$ cat src/rtl/reset_sequencer.sv
// PLL-driven reset sequencer: waits for lock, holds the core in reset, then
// releases core and video resets in turn. Lock losses restart it and are counted.
module reset_sequencer #(
    parameter int SYNC_STAGES    = 2,
    parameter int HOLD_CYCLES    = 1024,
    parameter int STAGGER_CYCLES = 16
) (
    input  logic       clock,
    input  logic       reset,
    input  logic       locked,
    input  logic       ext_reset_req,
    output logic       core_reset,
    output logic       video_reset,
    output logic       ready,
    output logic [7:0] lock_loss_count
);
    // state     | meaning
    // WAIT_LOCK | no synchronised lock; both resets asserted
    // HOLD      | locked, counting HOLD_CYCLES before core release
    // CORE      | core released, counting STAGGER_CYCLES before video release
    // RUN       | all resets released, ready high

    typedef enum logic [1:0] {WAIT_LOCK, HOLD, CORE, RUN} state_t;

    localparam int CNT_MAX = (HOLD_CYCLES > STAGGER_CYCLES) ? HOLD_CYCLES : STAGGER_CYCLES;
    localparam int CNT_W   = $clog2(CNT_MAX);
    localparam logic [CNT_W-1:0] HOLD_LAST    = CNT_W'(HOLD_CYCLES - 1);
    localparam logic [CNT_W-1:0] STAGGER_LAST = CNT_W'(STAGGER_CYCLES - 1);

    logic [SYNC_STAGES-1:0] lock_sync;
    logic [SYNC_STAGES-1:0] ext_sync;
    logic                   lock_s;
    logic                   ext_s;
    state_t                 state;
    logic [CNT_W-1:0]       counter;

    always_ff @(posedge clock or posedge reset) begin
        if (reset) begin
            lock_sync <= '0;
            ext_sync  <= '0;
        end else begin
            lock_sync <= {lock_sync[SYNC_STAGES-2:0], locked};
            ext_sync  <= {ext_sync[SYNC_STAGES-2:0], ext_reset_req};
        end
    end

    assign lock_s = lock_sync[SYNC_STAGES-1];
    assign ext_s  = ext_sync[SYNC_STAGES-1];

    always_ff @(posedge clock or posedge reset) begin
        if (reset) begin
            state           <= WAIT_LOCK;
            counter         <= '0;
            core_reset      <= 1'b1;
            video_reset     <= 1'b1;
            ready           <= 1'b0;
            lock_loss_count <= '0;
        end else if (state != WAIT_LOCK && !lock_s) begin
            // Lock loss outranks an external request arriving on the same edge.
            state       <= WAIT_LOCK;
            counter     <= '0;
            core_reset  <= 1'b1;
            video_reset <= 1'b1;
            ready       <= 1'b0;
            if (lock_loss_count != 8'hFF) begin
                lock_loss_count <= lock_loss_count + 8'd1;
            end
        end else begin
            case (state)
                WAIT_LOCK: begin
                    if (lock_s) begin
                        state   <= HOLD;
                        counter <= '0;
                    end
                end
                HOLD: begin
                    if (ext_s) begin
                        counter <= '0;
                    end else if (counter == HOLD_LAST) begin
                        state      <= CORE;
                        counter    <= '0;
                        core_reset <= 1'b0;
                    end else begin
                        counter <= counter + 1'b1;
                    end
                end
                CORE, RUN: begin
                    if (ext_s) begin
                        state       <= HOLD;
                        counter     <= '0;
                        core_reset  <= 1'b1;
                        video_reset <= 1'b1;
                        ready       <= 1'b0;
                    end else if (state == CORE) begin
                        if (counter == STAGGER_LAST) begin
                            state       <= RUN;
                            video_reset <= 1'b0;
                            ready       <= 1'b1;
                        end else begin
                            counter <= counter + 1'b1;
                        end
                    end
                end
                default: begin
                    state       <= WAIT_LOCK;
                    counter     <= '0;
                    core_reset  <= 1'b1;
                    video_reset <= 1'b1;
                    ready       <= 1'b0;
                end
            endcase
        end
    end
endmodule

$ cat config.mk
export PLATFORM = sky130hd
export DESIGN_NAME = reset_sequencer
export DESIGN_NICKNAME = d
export VERILOG_FILES = /design/src/rtl/reset_sequencer.sv
export SDC_FILE = /design/constraint.sdc
export NUM_CORES = 1
export LEC_CHECK = 0
export ABC_CLOCK_PERIOD_IN_PS = 2100
export BUFFER_PORTS_ARGS = -buffer_cell sky130_fd_sc_hd__buf_4
export CAP_MARGIN = 10
export CORE_MARGIN = 1.5
export CORE_UTILIZATION = 40
export DETAILED_ROUTE_END_ITERATION = 7
export GPL_ROUTABILITY_DRIVEN = 0
export PLACE_DENSITY_LB_ADDON = 0.2
export SLEW_MARGIN = 40
export SYNTH_ARGS = -nofsm -noshare
export SYNTH_HDL_FRONTEND = slang
export SYNTH_SLANG_ARGS = --single-unit
$ cat constraint.sdc
create_clock -name clock -period 2.1 [get_ports clock]
set_input_delay 0.21 -clock clock [delete_from_list [all_inputs] [get_ports clock]]
set_output_delay 0.21 -clock clock [all_outputs]
set_load 0.01 [all_outputs]
==> flow_summary_export.csv <==
group,metric,value,unit
synth,postSynthCellCount,148,
synth,ys_types,38,
pwr,p_per_area,731,nW/um2
placed_design,dp_cells,207,
floorplanning,rows,21,
sta,slew_headroom,0.585,
pwr,ir_drop,0.368,mV
final_layout,fillers,316,
worst_setup_path,cpMaxStageDelayCell,"dfrtp_1",
min_path,hold_class,"register to register",
global_routing,grt_pass1_wl,5210,um
global_routing,antenna_found_initial,0,
global_routing,grt_max_degree,28,
worst_setup_path,crit_chain,"ha_1 > and3_1 > and4_1 > nor4_1 > a2bb2oi_1",
floorplanning,die_x,63.0,um
worst_setup_path,cp.arrival,2.12,ns
placed_design,port_buffers,14,
final_layout,multi_input_area,718,um2
global_routing,grt_use_total,0.164,
cts,cts_buffers,3,
cts,htree_levels,1,
synth,synth_area,1440,um2
synth,yosysTopAreaCellShare,0.434,
floorplanning,io_pins,15,
routing,via_count,1208,
worst_setup_path,max_stage_delay,0.45,ns
cts,cts_root_buf,"clkbuf_4",
synth,synth_warnings,0,
job,cap_viol_max_count,0,
sta,rsz0062_at_grt,"no",
sta,slew_viol_final,0,
final_layout,drive_gt1_frac,0.167,
final_layout,antennaDiodeCount,0,
cts,cts_buffer_depth,2,
routing,via_per_inst,5.64,
worst_setup_path,critical_path_required,2.37,ns
routing,wl_per_cell,14.1,um
final_layout,syn2layout_area_growth,15.2,%
sta,setup-tns-final,0,ns
synth,seq_area_frac_synth,0.470,
worst_setup_path,start_kind,"register",
worst_setup_path,worst_setup_path_end_kind,"register",
worst_setup_path,cp_max_fo,10,
routing,firstDrtPassIters,4,
cts,insertion_delay,0.33,ns
synth,yosysTopAreaCell,"dfrtp_1",
routing,routed_wl,3020,um
sta,worstMarginPinSlew,0.620,ns
sta,setup_violations,0,
floorplanning,die_h,63.0,um
routing,drt_drc_violations_left,0,
final_layout,final_nets,175,
routing,ant_nets,0,
placed_design,hpwl,2100,um
cts,cts_tree,"done",
synth,synth.area.top_cells,"dfrtp_1 (43%), o21ai_0 (5.9%), dfstp_2 (3.6%)",
cts,clkSinkCount,27,
final_layout,regArea,678,um2
floorplanning,initial_core_util,0.425,
synth,yosys-top-cells-count,"dfrtp_1 (25), o21ai_0 (17), nor2_1 (12)",
synth,syn_area_per_cell,9.74,um2
synth,async_reset_ff_frac,1.00,
cts,post-cts-setup-buffer-count,0,
synth,ys_ff_latch,27,
status,status,"finished clean",
synth,synth_ff_type,"dfrtp_1",
sta,post-route-period-util,0.881,
sta,skew,0.00614,ns
sta,fmax,540,MHz
global_routing,overflow,0,
sta,hold_viol_final,0,
pwr,p_leak,0.000726,uW
floorplanning,core,3390,um2
synth,synth_edf_count,0,
sta,post-route-min-period,1.85,ns
synth,yosysMostFrequentCell,"dfrtp_1",
routing,drt-initial-drc-count,70,
global_routing,grt_pass1_vias,1156,
cts,cts.clk_slew.worst_paths,0.16,ns
final_layout,stdcell_count,214,
worst_setup_path,path_class,"register to register",
floorplanning,dieArea,3970,um2
synth,syn-num-nets,154,
path summary, 6_finish.rpt:
path	depth (start not counted)	to	from	slack [ns]
worst min register to register	0	ext_sync[1]	ext_sync[0]	0.37
min in group asynchronous	4	ext_sync[1]	reset	0.47
worst max-delay path	5	counter[8]	counter[0]	0.25
max in group asynchronous	4	video_reset	reset	1.34
worst max register to register	5	counter[8]	counter[0]	0.25
worst min-delay path	0	ext_sync[1]	ext_sync[0]	0.37
worst max-delay path: cells and delay by family (launching register included):
family / cells / cell delay [ns]
adder cells (fa/ha/maj): 1 / 0.26
AO/OA/AOI/OAI: 1 / 0.19
flip-flops: 1 / 0.45
AND/OR/NAND/NOR: 3 / 0.90
flip-flops by register name, summed over array words and instances, names as in the netlist:
| name | count |
|---|---|
| state | 2 |
| lock_loss_count | 8 |
| core_reset | 1 |
| ready | 1 |
| video_reset | 1 |
| counter | 10 |
| lock_sync | 2 |
| ext_sync | 2 |
cell usage in the layout, fill, tap and decap left out, types with 2 or more instances in the layout:
cell,Yosys,routed
dfrtp_1,25,25
o21ai_0,17,17
buf_4,0,17
nor2_1,12,12
nand2_1,10,10
nand3_1,10,10
nand4_1,8,8
xor2_1,6,6
inv_1,5,5
nor3_1,5,5
and3_1,4,4
o211ai_1,4,4
and4_1,3,3
nand2b_1,3,3
or3_1,3,3
a21oi_1,3,3
clkbuf_4,0,3
dlygate4sd3_1,0,3
nor3_4,2,2
o31ai_1,2,2
nor4_1,2,2
ha_1,2,2
dfstp_2,2,2
layout make-up:
class / count / share of cell area
Multi-Input combinational cell: 112 / 0.433
Tap cell: 46 / 0.0347
Timing Repair Buffer: 20 / 0.0950
Sequential cell: 27 / 0.408
Inverter: 5 / 0.0113
Clock buffer: 3 / 0.0136
Clock inverter: 1 / 0.00452
stage by stage:
step	power (uW)	setup WS [ns]	instance area (um2)	hold slack, ns	utilization
floorplan	853	0.410	1440	0.241	-
global placement	981	0.314	1600	0.293	0.472
detailed placement	985	0.294	1600	0.301	0.472
CTS	1230	0.265	1660	0.372	0.490
global route	1290	0.114	1660	0.384	0.490
finish	1210	0.249	1660	0.371	0.490
routing by layer:
layer	vias up	GRT usage	wire length, um
met5	-	0	0
met4	0	0.0611	26
met3	4	0.0270	83
met2	18	0.273	1470
met1	595	0.214	1440
li1	591	-	-
report_power, final:
group	leakage (uW)	internal, uW	switching (uW)	total (uW)
sequential	0.000348	595	92.3	688
clock	0.0000139	73.0	168	240
combinational	0.000365	149	137	285
total	0.000726	817	396	1210
logic make-up after synthesis:
logic type,Yosys count,synth area share
buffers and inverters,9,0.0312
AO/OA/AOI/OAI,34,0.156
AND/OR/NAND/NOR,68,0.274
flip-flops,27,0.470
multiplexers,1,0.00781
XOR/XNOR,7,0.0425
adder cells (fa/ha/maj),2,0.0174
repair_timing:
| item | 4_1_cts | 5_1_grt |
|---|---|---|
| endpoints found under the hold margin | 27 | 0 |
| endpoints found under the setup margin | 0 | 0 |
| resized for setup | 0 | 0 |
| hold buffers | 3 | 0 |
Power figures use the tool's default switching activity.
